===== src/rtl/wb_regfile_if.sv =====
// MEM/WB write-back and ID read-port bundle for the register file.
// The master side (pipeline) drives write-back controls/data and read addresses;
// the slave side (register file) returns read data, the muxed write value and
// the commit status.
interface wb_regfile_if #(
  parameter int unsigned DATA_W = 32,
  parameter int unsigned ADDR_W = 5,
  parameter int unsigned CNT_W  = 32
);
  logic              WB_RegWrite;
  logic              WB_MemToReg;
  logic [DATA_W-1:0] WB_ALUOut;
  logic [DATA_W-1:0] WB_ReadMemData;
  logic [ADDR_W-1:0] WB_WriteRegAddr;
  logic [ADDR_W-1:0] ID_ReadAddr1;
  logic [ADDR_W-1:0] ID_ReadAddr2;
  logic [DATA_W-1:0] ID_ReadData1;
  logic [DATA_W-1:0] ID_ReadData2;
  logic [DATA_W-1:0] WB_WriteData;
  logic              WB_Commit;
  logic [CNT_W-1:0]  CommitCount;

  modport master (
    output WB_RegWrite, WB_MemToReg, WB_ALUOut, WB_ReadMemData, WB_WriteRegAddr,
    output ID_ReadAddr1, ID_ReadAddr2,
    input  ID_ReadData1, ID_ReadData2, WB_WriteData, WB_Commit, CommitCount
  );

  modport slave (
    input  WB_RegWrite, WB_MemToReg, WB_ALUOut, WB_ReadMemData, WB_WriteRegAddr,
    input  ID_ReadAddr1, ID_ReadAddr2,
    output ID_ReadData1, ID_ReadData2, WB_WriteData, WB_Commit, CommitCount
  );
endinterface


===== src/rtl/wb_regfile.sv =====
// Write-back stage register file: selects the write-back value, commits it to
// a 2^ADDR_W x DATA_W register file (register 0 hard-wired to zero), serves two
// combinational read ports with same-cycle write-through, and counts commits.
module wb_regfile #(
  parameter int unsigned DATA_W = 32,
  parameter int unsigned ADDR_W = 5,
  parameter int unsigned CNT_W  = 32
) (
  input logic          Clk,
  input logic          Rst,
  wb_regfile_if.slave  bus
);

  localparam int unsigned Depth = 2 ** ADDR_W;

  // Register 0 has no storage; entries 1..Depth-1 only.
  logic [DATA_W-1:0] regs_q [1:Depth-1];

  logic              commit;
  logic [DATA_W-1:0] write_data;
  logic [DATA_W-1:0] read_data1;
  logic [DATA_W-1:0] read_data2;
  logic              commit_q;
  logic [CNT_W-1:0]  commit_count_q;
  logic [CNT_W-1:0]  commit_count_d;

  // Write-back source select, independent of the write enable.
  always_comb begin
    write_data = bus.WB_MemToReg ? bus.WB_ReadMemData : bus.WB_ALUOut;
  end

  // A write takes effect only when enabled, aimed at a real register and not in reset.
  always_comb begin
    commit = bus.WB_RegWrite && (bus.WB_WriteRegAddr != '0) && !Rst;
  end

  // Register storage: synchronous clear, otherwise commit the selected value.
  always_ff @(posedge Clk) begin
    if (Rst) begin
      for (int i = 1; i < Depth; i++) begin
        regs_q[i] <= '0;
      end
    end else if (commit) begin
      regs_q[bus.WB_WriteRegAddr] <= write_data;
    end
  end

  // Read port 1: zero register, then same-cycle bypass, then storage.
  always_comb begin
    read_data1 = '0;
    if (bus.ID_ReadAddr1 == '0) begin
      read_data1 = '0;
    end else if (commit && (bus.ID_ReadAddr1 == bus.WB_WriteRegAddr)) begin
      read_data1 = write_data;
    end else begin
      read_data1 = regs_q[bus.ID_ReadAddr1];
    end
  end

  // Read port 2: same priority as port 1, evaluated independently.
  always_comb begin
    read_data2 = '0;
    if (bus.ID_ReadAddr2 == '0) begin
      read_data2 = '0;
    end else if (commit && (bus.ID_ReadAddr2 == bus.WB_WriteRegAddr)) begin
      read_data2 = write_data;
    end else begin
      read_data2 = regs_q[bus.ID_ReadAddr2];
    end
  end

  // Commit counter next state; wraps naturally at 2^CNT_W.
  always_comb begin
    commit_count_d = commit_count_q;
    if (commit) begin
      commit_count_d = commit_count_q + {{(CNT_W-1){1'b0}}, 1'b1};
    end
  end

  // Commit flag and counter registers.
  always_ff @(posedge Clk) begin
    if (Rst) begin
      commit_q       <= 1'b0;
      commit_count_q <= '0;
    end else begin
      commit_q       <= commit;
      commit_count_q <= commit_count_d;
    end
  end

  // Drive the bus outputs.
  always_comb begin
    bus.WB_WriteData = write_data;
    bus.ID_ReadData1 = read_data1;
    bus.ID_ReadData2 = read_data2;
    bus.WB_Commit    = commit_q;
    bus.CommitCount  = commit_count_q;
  end

endmodule


===== src/flat_wrapper.sv =====
// flat-port wrapper written by rule: the top's interface ports become plain ports
module wb_regfile_flat 
#(
  parameter int unsigned DATA_W = 32,
  parameter int unsigned ADDR_W = 5,
  parameter int unsigned CNT_W  = 32
)
  (Clk, Rst, bus_WB_RegWrite, bus_WB_MemToReg, bus_WB_ALUOut, bus_WB_ReadMemData, bus_WB_WriteRegAddr, bus_ID_ReadAddr1, bus_ID_ReadAddr2, bus_ID_ReadData1, bus_ID_ReadData2, bus_WB_WriteData, bus_WB_Commit, bus_CommitCount);
  wb_regfile_if #(.DATA_W(DATA_W), .ADDR_W(ADDR_W), .CNT_W(CNT_W)) bus_i ();
  input logic Clk;
  input logic Rst;
  input wire logic [$bits(bus_i.WB_RegWrite)-1:0] bus_WB_RegWrite;
  input wire logic [$bits(bus_i.WB_MemToReg)-1:0] bus_WB_MemToReg;
  input wire logic [$bits(bus_i.WB_ALUOut)-1:0] bus_WB_ALUOut;
  input wire logic [$bits(bus_i.WB_ReadMemData)-1:0] bus_WB_ReadMemData;
  input wire logic [$bits(bus_i.WB_WriteRegAddr)-1:0] bus_WB_WriteRegAddr;
  input wire logic [$bits(bus_i.ID_ReadAddr1)-1:0] bus_ID_ReadAddr1;
  input wire logic [$bits(bus_i.ID_ReadAddr2)-1:0] bus_ID_ReadAddr2;
  output wire logic [$bits(bus_i.ID_ReadData1)-1:0] bus_ID_ReadData1;
  output wire logic [$bits(bus_i.ID_ReadData2)-1:0] bus_ID_ReadData2;
  output wire logic [$bits(bus_i.WB_WriteData)-1:0] bus_WB_WriteData;
  output wire logic [$bits(bus_i.WB_Commit)-1:0] bus_WB_Commit;
  output wire logic [$bits(bus_i.CommitCount)-1:0] bus_CommitCount;
  assign bus_i.WB_RegWrite = bus_WB_RegWrite;
  assign bus_i.WB_MemToReg = bus_WB_MemToReg;
  assign bus_i.WB_ALUOut = bus_WB_ALUOut;
  assign bus_i.WB_ReadMemData = bus_WB_ReadMemData;
  assign bus_i.WB_WriteRegAddr = bus_WB_WriteRegAddr;
  assign bus_i.ID_ReadAddr1 = bus_ID_ReadAddr1;
  assign bus_i.ID_ReadAddr2 = bus_ID_ReadAddr2;
  assign bus_ID_ReadData1 = bus_i.ID_ReadData1;
  assign bus_ID_ReadData2 = bus_i.ID_ReadData2;
  assign bus_WB_WriteData = bus_i.WB_WriteData;
  assign bus_WB_Commit = bus_i.WB_Commit;
  assign bus_CommitCount = bus_i.CommitCount;
  wb_regfile #(.DATA_W(DATA_W), .ADDR_W(ADDR_W), .CNT_W(CNT_W)) u_core (.Clk(Clk), .Rst(Rst), .bus(bus_i));
endmodule

===== config.mk =====
export PLATFORM = sky130hd
export DESIGN_NAME = wb_regfile_flat
export DESIGN_NICKNAME = d
export VERILOG_FILES = /design/src/rtl/wb_regfile_if.sv /design/src/rtl/wb_regfile.sv /design/src/flat_wrapper.sv
export SDC_FILE = /design/constraint.sdc
export NUM_CORES = 2
export LEC_CHECK = 0
export CORE_ASPECT_RATIO = 1.4
export CORE_MARGIN = 2
export CORE_UTILIZATION = 40
export CTS_CLUSTER_SIZE = 10
export DETAILED_ROUTE_END_ITERATION = 10
export GPL_ROUTABILITY_DRIVEN = 0
export PLACE_DENSITY_LB_ADDON = 0.08
export SETUP_SLACK_MARGIN = 0.2
export SYNTH_ARGS = -nofsm -noshare
export SYNTH_HDL_FRONTEND = slang
export SYNTH_SLANG_ARGS = --single-unit

===== constraint.sdc =====
create_clock -name Clk -period 2.9 [get_ports Clk]
set_input_delay 0.58 -clock Clk [delete_from_list [all_inputs] [get_ports Clk]]
set_output_delay 0.58 -clock Clk [all_outputs]
set_load 0.1 [all_outputs]

Word-level counts from Yosys, hierarchy flattened
Memory sizes are Yosys's and may differ from the RTL's.
Index checks and enable logic that the tools add are counted.
{ "totals": {"ff_bits": 33, "ram_bits": 992, "inputBits": 83, "out_inout_bits": 129, "mem_count": 1} }
{ "mem_list": {"columns": ["name", "words", "word_bits", "read_ports", "rd_ports_with_merged_regs", "wr", "line", "text"], "rows": [
  ["u_core.regs_q", 31, 32, 2, 0, 31, "wb_regfile.sv:17", "logic [DATA_W-1:0] regs_q [1:Depth-1];"]
]} }
{ "op_classes": {"n_addsub": 1, "eq_ne": 2, "mux": 13, "reduce_logical": 9} }
{ "op_table": {"columns": ["operator", "count"], "rows": [
  ["$mux 32", 6],
  ["$add 32x1->32 const B", 1],
  ["$reduce_or 32->1", 1],
  ["$eq 5x5->1", 2],
  ["$logic_not 5->1", 2],
  ["$mux 1", 6],
  ["$mux 5", 1],
  ["$reduce_bool 5->1", 1],
  ["$logic_and 1x1->1", 4],
  ["$logic_not 1->1", 1]
]} }

Longest topological paths before layout
{ "depth": {"ltp_word": 8, "mapped_depth": 9, "ltp_nobuf": 5} }

Least setup slack after synthesis
OpenSTA, ideal clock, no wires.
{ "synth_timing": {"path_type": "input-to-output", "start": "input bus_WB_MemToReg", "end": "output bus_ID_ReadData1[0]", "arrival_ps": 3899, "setup_slack_ps": -1579, "path_stages": 6, "path_buffers": 2, "path_cell_list": "clkbuf_1 > buf_1 > mux2i_1 > inv_1 > o21ai_0 > a31oi_1"} }
{ "synth_via": {"elab_chain_cells": 3} }
{ "synth_lines": {"columns": ["item", "line", "text"], "rows": [
  ["start: declaration", "flat_wrapper.sv:13", "input wire logic [$bits(bus_i.WB_MemToReg)-1:0] bus_WB_MemToReg;"],
  ["$mux 32", "wb_regfile.sv:29", "write_data = bus.WB_MemToReg ? bus.WB_ReadMemData : bus.WB_ALUOut;"],
  ["via bus_WB_WriteData[0]", "flat_wrapper.sv:21", "output wire logic [$bits(bus_i.WB_WriteData)-1:0] bus_WB_WriteData;"],
  ["$mux 32", "wb_regfile.sv:53", "end else if (commit && (bus.ID_ReadAddr1 == bus.WB_WriteRegAddr)) begin"],
  ["$mux 32", "wb_regfile.sv:51", "if (bus.ID_ReadAddr1 == '0) begin"],
  ["end: declaration", "flat_wrapper.sv:19", "output wire logic [$bits(bus_i.ID_ReadData1)-1:0] bus_ID_ReadData1;"]
]} }
The timed path passes the listed nets, and every way through them passes these cells.

Worst setup path in the final report
{ "layout_timing": {"start": "input Rst", "end": "output bus_ID_ReadData2[5]"} }
{ "layout_via": {"elab_chain_cells": 5} }
{ "layout_lines": {"columns": ["item", "line", "text"], "rows": [
  ["start: declaration", "flat_wrapper.sv:11", "input logic Rst;"],
  ["$logic_not 1->1", "wb_regfile.sv:34", "commit = bus.WB_RegWrite && (bus.WB_WriteRegAddr != '0) && !Rst;"],
  ["$logic_and 1x1->1", "wb_regfile.sv:34", null],
  ["$logic_and 1x1->1", "wb_regfile.sv:65", "end else if (commit && (bus.ID_ReadAddr2 == bus.WB_WriteRegAddr)) begin"],
  ["$mux 32", "wb_regfile.sv:65", null],
  ["$mux 32", "wb_regfile.sv:63", "if (bus.ID_ReadAddr2 == '0) begin"],
  ["end: declaration", "flat_wrapper.sv:20", "output wire logic [$bits(bus_i.ID_ReadData2)-1:0] bus_ID_ReadData2;"]
]} }
Every way passes these cells.

==> metrics.cfg <==
[status]
run_status = finished with violations
violations = setup timing

[cells_and_area]
fillers = 11154
layout-drive-gt1-share_pct = 35.6
fin_area_mm2 = 0.0730
area_delta_synth_final_pct = 33.9
final_nets = 4892
seqCellArea_mm2 = 0.0314
fin_cells = 6642
final_common_cell = nor2_1
multiInputGateArea_mm2 = 0.0240
layout_common_cells = 1,025 x nor2_1, 1,024 x edfxtp_1, 481 x buf_4

[pwr]
intPower_mw = 28.6
p_leak_nw = 26.7
vdd_drop_max_mv = 0.507
power_switching_mw = 11.6
powerDensity_mw_per_mm2 = 551
p_comb_share_pct = 21.3
swShare_pct = 28.9
seqPwrFrac_pct = 44.8
power_frac_clock_pct = 33.9

[sta]
setup_viol = 64
finalHoldViolations = 0
rsz0062_at_grt = yes
worst_slew_pin_slew_ns = 0.786
post-route-period-util_pct = 111
worst_slack_ns = -0.312
fin_crit_ns = 3.21
clock.fmax_mhz = 311
final_max_slew_viol_count = 0
maxSlewHeadroom_pct = 47.6
final.setup_skew_ns = 0.0260

[routing]
top_layer = met5
drtIter0Drc = 4704
dr.pass1.iters = 6
wire_per_inst_um = 35.2
viasPerCell = 6.28
met3_length_um = 19200
drt-met1-wl_um = 87200
drt-total-wl_um = 234000
postRouteAntennaNets = 0
dr_total_vias = 41696
dr_wl_met2_um = 115000
drcViolationCount = 0

[logic_synthesis]
syn_inst = 4173
synth_ff_type = edfxtp_1
synth_top_cell_area_share_pct = 56.4
async_reset_ff_share_pct = 0
syn_area_mm2 = 0.0545
ys.warnings.count = 0
yosys.area.top_type = edfxtp_1
netlist-cell-type-count = 54
synth_seq_cells = 1057
synth_area_leaders = edfxtp_1 56%, mux4_2 13%, mux2i_1 7.5%
syn_avg_cell_area_um2 = 13.1
synth_edf_count = 1024
yosysSeqAreaShare_pct = 57.6

[critical_path]
crit_fanout = 7
critPathArrivalTime_ns = 2.63
cp-end-kind = output pin
start_kind = input pin
critPathKind = input pin to output pin
worstPathRequired_ns = 2.32

[cts]
root_buffer = clkbuf_16
numCtsBuffers = 118
cts_tree = yes
clock-sinks = 1057
htreeDepth = 3
clk_pin_slew_ns = 0.06
clockBufferDepth = 3
hold_buffers = 0
clkLatencyLatePin_ns = 0.74

[grt]
grt_use_total_pct = 33.5
grt_pass1_wl_um = 325000
grt_overflow = 0
grt_pass1_vias = 42202
antenna_found_initial = 3
grt_max_degree = 36

[floorplan]
fp.dieH_um = 441
coreArea_mm2 = 0.136
num_rows = 160
die_w_um = 316
pin_count = 212
initial_utilization_pct = 40.2
die_area_mm2 = 0.139

[place]
placed_area_mm2 = 0.0669
port_buffers = 211
dp_cells = 6388
hpwl_um = 155000

[hold_path]
hp-class = input pin to flop

[run]
drv_cap = 0

[layer usage]
layer	GRT usage (%)	up-vias
met5	0	-
met4	14.8	2
met3	4.89	528
met2	56.8	2310
met1	42.5	21706
li1	-	17150
[critical path, stage by stage]
cell and delay, ns:
buf_12 0.13, inv_8 0.07, o211ai_1 0.08, buf_4 0.16, or4_4 0.64, buf_12 0.19, buf_16 0.15, buf_8 0.13
a31oi_4 0.25, buf_12 0.21
[Yosys cell counts (5+ instances only)]
master / number
a22oi_1: 51
nor3_1: 7
xnor2_1: 28
inv_1: 44
o2111ai_1: 51
o21ai_0: 81
mux2_2: 38
a21oi_1: 30
nand3_1: 10
o22ai_1: 20
nand4_1: 7
edfxtp_1: 1024
or4_1: 7
o221ai_1: 9
nand2b_1: 6
nor2b_1: 25
a22o_1: 10
a221oi_1: 82
o211ai_1: 66
clkbuf_1: 327
mux4_2: 325
nor2_1: 1031
buf_1: 45
mux2i_1: 411
or3_1: 7
a21o_1: 9
a31oi_1: 62
xor2_1: 5
dfxtp_1: 33
nand2_1: 144
o22a_1: 33
a211oi_1: 21
buf_2: 71
nor4_1: 15
[flip-flops by register name, indices dropped and copies added (netlist names)]
signal,count
u_core.regs_q,1024
u_core.bus.CommitCount,32
u_core.bus.WB_Commit,1
[final cells by class]
class	count	area share, %
tap	1782	3.06
antenna	1	0.00343
clock inverter	10	0.141
inverter	44	0.406
sequential	1057	43.1
timing repair buffer	925	16.1
multi-input combinational	2662	32.9
clock buffer	161	4.32
[cell families (layout without fill, tap and decap cells)]
family	after synthesis	count (layout)	synth area share, %
compound gates	537	537	7.15
simple gates	1282	1285	9.39
mux	774	774	21.8
flops	1057	1057	57.6
other cells	1	33	0.00688
buf+inv	488	1140	3.53
fa+ha+maj	1	1	0.0229
xor+xnor	33	33	0.530
[power groups by stage]
stage               logic [mW]  registers [mW]  clock network, mW
global placement          8.00            18.3                  0
global route              8.78            18.1               14.3
finish                    8.57            18.0               13.6
detailed placement        8.00            18.3                  0
floorplan                 4.50            18.2                  0
CTS                       8.42            18.0               13.8
[path summary, 6_finish.rpt]
kind / depth (start not counted) / end / slack (ns) / start
max: 10 / bus_ID_ReadData2[5] / -0.31 / Rst
min: 3 / u_core.bus.CommitCount[23] / 0.46 / Rst
max reg2reg: 5 / u_core.bus.CommitCount[31] / 0.44 / u_core.bus.CommitCount[7]
min reg2reg: 2 / u_core.bus.CommitCount[31] / 0.49 / u_core.bus.CommitCount[31]
[per-stage QoR]
| stage | hold WS, ns | setup TNS, ns | utilization, % | power (mW) | setup WS (ns) |
|---|---|---|---|---|---|
| after detailed placement | 0.483 | -45.07 | 49.4 | 26.3 | -0.880 |
| after global routing | 0.460 | -14.37 | 53.8 | 41.1 | -0.283 |
| final | 0.457 | -13.58 | 53.8 | 40.2 | -0.312 |
| after floorplan | 0.769 | -8.99 | - | 22.7 | -0.407 |
| after CTS | 0.471 | -12.76 | 53.4 | 40.2 | -0.277 |
| after global placement | 0.471 | -50.86 | 49.4 | 26.3 | -0.838 |
[repair_timing]
item,4_1_cts,5_1_grt
gates cloned,29,2
setup buffers,41,10
setup endpoints to repair,64,64
pin swaps,68,38
resized for setup,226,83
(Power assumes the default switching activity.)
